**src/rtl/serial_101_frame_tx.sv**
```systemverilog
// Serial frame transmitter: preamble 1,0,1, then DATA_W payload bits MSB-first,
// then GAP_CYCLES forced-zero bits, one bit per clock on x.
module serial_101_frame_tx #(
  parameter int DATA_W     = 8,
  parameter int GAP_CYCLES = 2
) (
  input  logic              clk,
  input  logic              reset_n,
  input  logic [DATA_W-1:0] data_in,
  input  logic              data_valid,
  output logic              data_ready,
  output logic              x,
  output logic              tx_busy,
  output logic              sof,
  output logic              eof
);

  localparam int BW = $clog2(DATA_W + 1);

  typedef enum logic [1:0] {
    ST_IDLE = 2'd0,
    ST_PRE  = 2'd1,
    ST_DATA = 2'd2,
    ST_GAP  = 2'd3
  } state_t;

  state_t            state_q, state_d;
  logic              x_q, x_d;
  logic              busy_q, busy_d;
  logic              sof_q, sof_d;
  logic              eof_q, eof_d;
  logic [1:0]        pre_q, pre_d;
  logic [BW-1:0]     bit_q, bit_d;
  logic [3:0]        gap_q, gap_d;
  logic [DATA_W-1:0] sh_q, sh_d;

  assign data_ready = (state_q == ST_IDLE);
  assign x          = x_q;
  assign tx_busy    = busy_q;
  assign sof        = sof_q;
  assign eof        = eof_q;

  // State and datapath registers; reset aborts any frame in flight.
  always_ff @(posedge clk or negedge reset_n) begin
    if (!reset_n) begin
      state_q <= ST_IDLE;
      x_q     <= 1'b0;
      busy_q  <= 1'b0;
      sof_q   <= 1'b0;
      eof_q   <= 1'b0;
      pre_q   <= 2'd0;
      bit_q   <= '0;
      gap_q   <= 4'd0;
      sh_q    <= '0;
    end else begin
      state_q <= state_d;
      x_q     <= x_d;
      busy_q  <= busy_d;
      sof_q   <= sof_d;
      eof_q   <= eof_d;
      pre_q   <= pre_d;
      bit_q   <= bit_d;
      gap_q   <= gap_d;
      sh_q    <= sh_d;
    end
  end

  // Next-state logic: each state's registered outputs describe the bit emitted next.
  always_comb begin
    state_d = state_q;
    x_d     = 1'b0;
    busy_d  = busy_q;
    sof_d   = 1'b0;
    eof_d   = 1'b0;
    pre_d   = pre_q;
    bit_d   = bit_q;
    gap_d   = gap_q;
    sh_d    = sh_q;
    case (state_q)
      ST_IDLE: begin
        if (data_valid) begin
          state_d = ST_PRE;
          x_d     = 1'b1;
          sof_d   = 1'b1;
          busy_d  = 1'b1;
          pre_d   = 2'd0;
          sh_d    = data_in;
        end else begin
          busy_d  = 1'b0;
        end
      end
      ST_PRE: begin
        case (pre_q)
          2'd0: begin
            x_d   = 1'b0;
            pre_d = 2'd1;
          end
          2'd1: begin
            x_d   = 1'b1;
            pre_d = 2'd2;
          end
          default: begin
            // Last preamble bit is on x; the MSB follows directly.
            state_d = ST_DATA;
            x_d     = sh_q[DATA_W-1];
            sh_d    = sh_q << 1;
            bit_d   = BW'(DATA_W - 1);
            eof_d   = (DATA_W == 1);
            pre_d   = 2'd0;
          end
        endcase
      end
      ST_DATA: begin
        if (bit_q != '0) begin
          x_d   = sh_q[DATA_W-1];
          sh_d  = sh_q << 1;
          bit_d = bit_q - BW'(1);
          eof_d = (bit_q == BW'(1));
        end else if (GAP_CYCLES > 0) begin
          state_d = ST_GAP;
          gap_d   = 4'(GAP_CYCLES - 1);
        end else begin
          state_d = ST_IDLE;
          busy_d  = 1'b0;
        end
      end
      ST_GAP: begin
        if (gap_q == 4'd0) begin
          state_d = ST_IDLE;
          busy_d  = 1'b0;
        end else begin
          gap_d   = gap_q - 4'd1;
        end
      end
      default: begin
        state_d = ST_IDLE;
        busy_d  = 1'b0;
      end
    endcase
  end

endmodule

```
**config.mk**
```make
export PLATFORM = sky130hd
export DESIGN_NAME = serial_101_frame_tx
export DESIGN_NICKNAME = d
export VERILOG_FILES = /design/src/rtl/serial_101_frame_tx.sv
export SDC_FILE = /design/constraint.sdc
export NUM_CORES = 1
export LEC_CHECK = 0
export CORE_MARGIN = 2
export CORE_UTILIZATION = 48
export CTS_CLUSTER_DIAMETER = 100
export CTS_CLUSTER_SIZE = 25
export DETAILED_ROUTE_END_ITERATION = 12
export GPL_TIMING_DRIVEN = 0
export PLACE_DENSITY = 0.73
export SYNTH_ARGS = -nofsm -noshare
export SYNTH_HDL_FRONTEND = slang
export SYNTH_SLANG_ARGS = --single-unit
```
**constraint.sdc**
```tcl
create_clock -name clk -period 1.7 [get_ports clk]
set_input_delay 0.255 -clock clk [delete_from_list [all_inputs] [get_ports clk]]
set_output_delay 0.255 -clock clk [all_outputs]
set_load 0.02 [all_outputs]
```
==> results.json, run 1 <==
{
  "crit-reg2reg-launch": "state_q[1]",
  "hold_violations": 0,
  "cap_violations": 0,
  "maxSlewHeadroom_pct": 29.0,
  "cp_slowest_cell": "dfrtp_1",
  "synth-seq-cells": 24,
  "crit_type": "register to register",
  "fin_setup_tns_ps": -64.3,
  "syn_area_sq_mm": 0.00134,
  "status": "finished, violations left",
  "viasPerCell": 5.39,
  "grt_usage_pct": 17.5,
  "setup_slack_ps": -37.3,
  "io_pins": 16,
  "worst_pin_slew_ps": 1060,
  "worstSkewPairLatency_ps": 310,
  "fillers": 223,
  "hold_class": "primary input to async pin",
  "grt_max_degree": 25,
  "power.density_mw_per_mm2": 1990,
  "cts_tree": "yes",
  "startpoint_type": "register",
  "wirelength_microns": 2580,
  "combPwrFrac_pct": 62.1,
  "htree_levels": 1,
  "violations": "negative setup slack",
  "drtIter0Drc": 43,
  "initial_core_util_pct": 49.6,
  "clkPwrFrac_pct": 8.5,
  "swShare_pct": 39.4,
  "die_x_microns": 56.9,
  "end_kind": "register",
  "route.detailed.drc": 0,
  "syn_nets": 149,
  "irDropWorstVdd_uv": 1380,
  "cts-buffers-inserted": 3,
  "synth_most_common_cell": "dfrtp_1",
  "synthCells": 128,
  "cts-root-buf": "clkbuf_4",
  "finalWorstPathRequiredPeriod_ps": 1740,
  "clockBufferDepth": 2,
  "synth_edf_count": 0,
  "cp_max_fo": 6,
  "worstPathArrival_ps": 1980,
  "synth_area_leaders": "dfrtp_1, ha_1, mux2i_1, nor2_1, a21oi_1",
  "finalMaxSlewViolations": 0,
  "gr-total-overflow": 0,
  "hold_slack_ps": 506,
  "cp_top_family": "simple AND/OR/NAND/NOR gates",
  "skew_ps": 2.11,
  "synthArstFlopShare_pct": 100,
  "cts_hold_buf": 0,
  "place.gp.congestion": 0.794,
  "yosys.area.top_type": "dfrtp_1",
  "seq_area_frac_synth_pct": 44.7,
  "synth_top_area_share_pct": 44.7,
  "leakage_nw": 0.806,
  "syn_to_final_growth_pct": 31.7,
  "syn_avg_cell_area_sq_um": 10.5,
  "yosys-top-cells-count": "dfrtp_1, nor2_1, mux2i_1, ha_1, inv_1",
  "die_h_microns": 56.9,
  "dpl.hpwl_microns": 1780,
  "dp_slack_ps": -230,
  "cts.sinks": 24,
  "worst-path-buf-inv": 2,
  "antenna_found_initial": 0,
  "ys.flop_type": "dfrtp_1",
  "cpPeakStageDelay_ps": 440,
  "antennaDiodeCount": 0,
  "clk_pin_slew_ps": 130,
  "first_pass_iters": 4,
  "required_ps": 1940,
  "p_switching_mw": 1.39,
  "via_count": 1040,
  "rsz0062_at_grt": "yes",
  "timing.fmax_ghz": 0.576,
  "dieArea_sq_mm": 0.00324,
  "path_cells": "inv_2 -> ha_4 -> nor2b_4 -> buf_6 -> or3_4 -> mux2i_1 -> a31oi_1",
  "core_sq_mm": 0.00271,
  "fin_crit_sh_pct": 102,
  "port_buffers": 15,
  "nNetsFinal": 184,
  "placementRows": 19,
  "finalSetupViolations": 3,
  "ant_nets": 0,
  "drive_gt1_share_pct": 27.2,
  "seq_power_share_pct": 29.4,
  "grt_pass1_vias": 1029,
  "cp-startpoint": "state_q[1]",
  "synth_warnings": 0,
  "total_power_mw": 3.53,
  "grt_pass1_wl_microns": 4500,
  "ys_types": 36,
  "avgRoutedWirePerCell_microns": 13.4,
  "p_int_mw": 2.14
}
kinds of logic after synthesis:
| logic type | after synthesis | synth area share, % |
|---|---|---|
| flops | 24 | 44.7 |
| simple gates | 41 | 18.3 |
| xor+xnor | 1 | 0.652 |
| compound gates | 25 | 12.5 |
| fa+ha+maj | 10 | 9.31 |
| buf+inv | 14 | 4.66 |
| mux | 13 | 9.87 |
worst reg2reg max path, cell delays in order (launching register included):
cell and delay [ps]:
dfrtp_1 440, inv_2 90, ha_4 180, nor2b_4 120, buf_6 130, or3_4 400
mux2i_1 140, a31oi_1 170
per-stage QoR:
| stage | cell area [sq um] | util, % | cells |
|---|---|---|---|
| 3_3_place_gp | 1540 | 56.9 | 174 |
| 3_5_place_dp | 1540 | 56.9 | 174 |
| 5_1_grt | 1770 | 65.3 | 193 |
| 4_1_cts | 1710 | 63.0 | 188 |
| 6_report | 1770 | 65.3 | 193 |
| 2_1_floorplan | 1350 | - | 128 |
final cells by class:
| cell class | instances | area [sq um] | area share, % |
|---|---|---|---|
| well taps | 31 | 38.8 | 2.19 |
| repair buffers | 31 | 275 | 15.6 |
| clock buffers | 4 | 36.3 | 2.05 |
| multi-input cells | 90 | 749 | 42.4 |
| flip-flops and latches | 24 | 602 | 34.0 |
| plain buffers | 3 | 30.0 | 1.70 |
| inverters | 10 | 37.5 | 2.12 |
flip-flops by register name, summed over array words and instances, names as in the netlist, 2 cells and up:
name     flops
gap_q        4
bit_q        4
state_q      2
sh_q         8
pre_q        2
metal layers:
layer	routed length, microns	GRT usage [%]	part of all wire [%]	vias up
met2	1310	30.2	51	19
met3	92	2.53	3.6	2
met5	0	0	0	-
met4	13	5.32	0.50	0
met1	1170	22.6	45	505
li1	-	-	-	514
power groups by stage:
stage	Sequential [mW]	Combinational, mW	Clock [mW]
2_1_floorplan	1.01	1.29	0
4_1_cts	1.03	2.05	0.307
5_1_grt	1.07	2.42	0.329
6_report	1.04	2.19	0.301
3_3_place_gp	1.01	1.61	0
3_5_place_dp	1.03	1.69	0
placed cells by master, fill, tap and decap left out, types with 2 or more instances in the layout:
cell,instances
nor3_1,2
nor2b_1,2
a21oi_2,2
nand2_1,7
nor2b_4,2
ha_4,2
inv_1,8
mux2_2,2
nand4b_1,2
inv_2,2
nand3b_1,2
nand3_1,2
o21ai_0,4
nor2_1,13
buf_6,3
clkbuf_4,3
a32oi_1,2
dfrtp_1,23
clkdlybuf4s50_1,14
nand2b_1,2
mux2i_1,11
ha_1,7
buf_4,16
a21oi_1,8
final timing paths:
path                                    to  slack, ps  depth (start not counted)
worst max-delay path              bit_q[2]        -40                          7
worst min-delay path              pre_q[0]        510                          1
worst max register to register    bit_q[2]        -40                          7
worst min register to register    bit_q[0]        540                          1
max in group asynchronous       state_q[0]        490                          1
min in group clk                   sh_q[0]        520                          3
timing repair:
action                     4_1_cts  5_1_grt
pin swaps                        2        3
setup endpoints to repair       15       15
resized for setup               15        4
cloned                           1        0
setup buffers                   10        5
Note: power is estimated with default switching activity, not from simulation.
==> run 2: changes to the inputs <==
- CTS_CLUSTER_DIAMETER: 100 -> 30
==> results of run 2 <==
No change in the layout: final DEF, timing and power equal those of run 1.
==> run 3: changes to the inputs <==
- CORE_MARGIN: 2 -> unset
==> run 3 against run 2 <==
Against the previous run: the flow still finishes with violations (negative setup slack); sequential power about the same; first-iteration DRC count down 74%; clock power down 15%; sequential share of layout area up 0.22 points; sequential cell count unchanged; final cell count down 4.1%; non-clock buffer count down 6; power up 0.49%; final area down 0.42%; via count down 3.4%; critical path depth down 2; critical path type unchanged; highest routed layer unchanged.
==> results.json, run 3 (synthesis gave the netlist of run 1 again) <==
{
  "status": "finished, violations left",
  "violations": "negative setup slack",
  "total_power_mw": 3.54,
  "cap_violations": 0,
  "finalWorstPathRequiredPeriod_ps": 1720,
  "io_pins": 16,
  "dpl.hpwl_microns": 1790,
  "antennaDiodeCount": 0,
  "port_buffers": 15,
  "grt_usage_pct": 20.2,
  "viasPerCell": 5.43,
  "crit_type": "register to register",
  "largest_registers": "sh_q x8, bit_q x4, gap_q x4",
  "nNetsFinal": 178,
  "final_util_pct": 68.6,
  "regMostFlops": "sh_q",
  "setup_slack_ps": -17.1,
  "cts_tree": "yes",
  "worstPathArrival_ps": 1940,
  "die_h_microns": 54.9,
  "cts-root-buf": "clkbuf_4",
  "antenna_found_initial": 0,
  "design_area_sq_mm": 0.00176,
  "end_kind": "register",
  "clk_pin_slew_ps": 130,
  "ant_nets": 0,
  "finalSetupViolations": 2,
  "first_pass_iters": 4,
  "place.gp.congestion": 0.775,
  "drive_gt1_share_pct": 30.3,
  "clockBufferDepth": 2,
  "final_common_cell": "dfrtp_1",
  "fin_crit_sh_pct": 101,
  "htree_levels": 1,
  "cts_hold_buf": 0,
  "worst_pin_slew_ps": 1060,
  "skew_ps": 2.63,
  "final_cells": 185,
  "required_ps": 1930,
  "hold_class": "primary input to async pin",
  "hold_violations": 0,
  "initial_core_util_pct": 52.3,
  "cts-buffers-inserted": 3,
  "grt_max_degree": 25,
  "startpoint_type": "register",
  "avgRoutedWirePerCell_microns": 14.7,
  "timing.fmax_ghz": 0.582,
  "grt_pass1_vias": 1014,
  "cp_max_fo": 5,
  "worstSkewPairLatency_ps": 320,
  "core_sq_mm": 0.00257,
  "rsz0062_at_grt": "yes",
  "maxSlewHeadroom_pct": 29.4,
  "drtIter0Drc": 11,
  "largest_reg_flops": 8,
  "route.detailed.drc": 0,
  "fillers": 207,
  "irDropWorstVdd_uv": 1220,
  "leakage_nw": 0.774,
  "dieArea_sq_mm": 0.00302,
  "dp_cells": 173,
  "dp_slack_ps": -251,
  "grt_pass1_wl_microns": 4220,
  "power.density_mw_per_mm2": 2010,
  "gr-total-overflow": 0,
  "place_area_sq_mm": 0.00154,
  "cts.sinks": 24,
  "die_x_microns": 54.9,
  "wirelength_microns": 2720,
  "finalMaxSlewViolations": 0,
  "syn_to_final_growth_pct": 31.1,
  "via_count": 1005,
  "layout_common_cells": "dfrtp_1, clkdlybuf4s50_1, buf_4",
  "placementRows": 18
}
## run 3: cell count changes in the layout (fill, tap and decap cells not counted), moves of 2 or more
| cell | delta |
|---|---|
| nor2_2 | +3 |
| a21oi_1 | -2 |
| ha_1 | -2 |
| buf_6 | -2 |
| a21oi_2 | +2 |
| buf_4 | -4 |
| inv_2 | -2 |
| inv_4 | +2 |
| nor2_1 | -3 |
## run 3: critical path, stage by stage, from the launching register on
cell and delay [ps]:
dfrtp_2 470, buf_4 150, ha_4 150, and4bb_4 220, or3_4 370, a22o_4 260
## run 3: per-stage QoR
stage / hold WS (ps) / TNS (ps)
final: 486 / -19.3
after global routing: 518 / -375
after CTS: 498 / 0
after detailed placement: 517 / -2300
after global placement: 499 / -1650
after floorplan: -40.6 / 0
## run 3: repair_timing
| action | 4_1_cts | 5_1_grt |
|---|---|---|
| cloned | 1 | 0 |
| gates resized for setup | 13 | 19 |
| endpoints found under the setup margin | 16 | 16 |
| buffers inserted | 9 | 2 |
| pin swaps | 1 | 5 |
## run 3: layout make-up
| type | count | area (sq um) | share of cell area [%] |
|---|---|---|---|
| multi-input cells | 90 | 803 | 45.6 |
| flip-flops and latches | 24 | 603 | 34.2 |
| repair buffers | 27 | 241 | 13.7 |
| inverters | 10 | 42.5 | 2.41 |
| well taps | 30 | 37.5 | 2.13 |
| clock buffers | 3 | 22.5 | 1.28 |
| plain buffers | 1 | 11.3 | 0.639 |
## run 3: final timing paths
kind,endpoint,depth (start not counted),slack (ps),start
worst max register to register,bit_q[3],5,-20,state_q[1]
max in group asynchronous,state_q[1],1,510,reset_n
worst min register to register,sh_q[0],2,540,sh_q[0]
worst max-delay path,bit_q[3],5,-20,state_q[1]
min in group clk,sh_q[0],3,490,data_in[0]
worst min-delay path,gap_q[3],1,490,reset_n
## run 3: report_power, final
group | internal, mW | switching [mW] | total, mW
registers | 0.824 | 0.236 | 1.06
logic | 1.16 | 1.07 | 2.23
clock network | 0.0832 | 0.172 | 0.256
total | 2.07 | 1.47 | 3.54
## run 3: per-layer routing
| layer | GRT usage [%] | share of wire (%) | vias up |
|---|---|---|---|
| met4 | 10.8 | 2.1 | 0 |
| met3 | 3.01 | 3.8 | 6 |
| met2 | 36.3 | 51 | 26 |
| met5 | 0 | 0 | - |
| li1 | - | - | 501 |
| met1 | 22.6 | 43 | 472 |
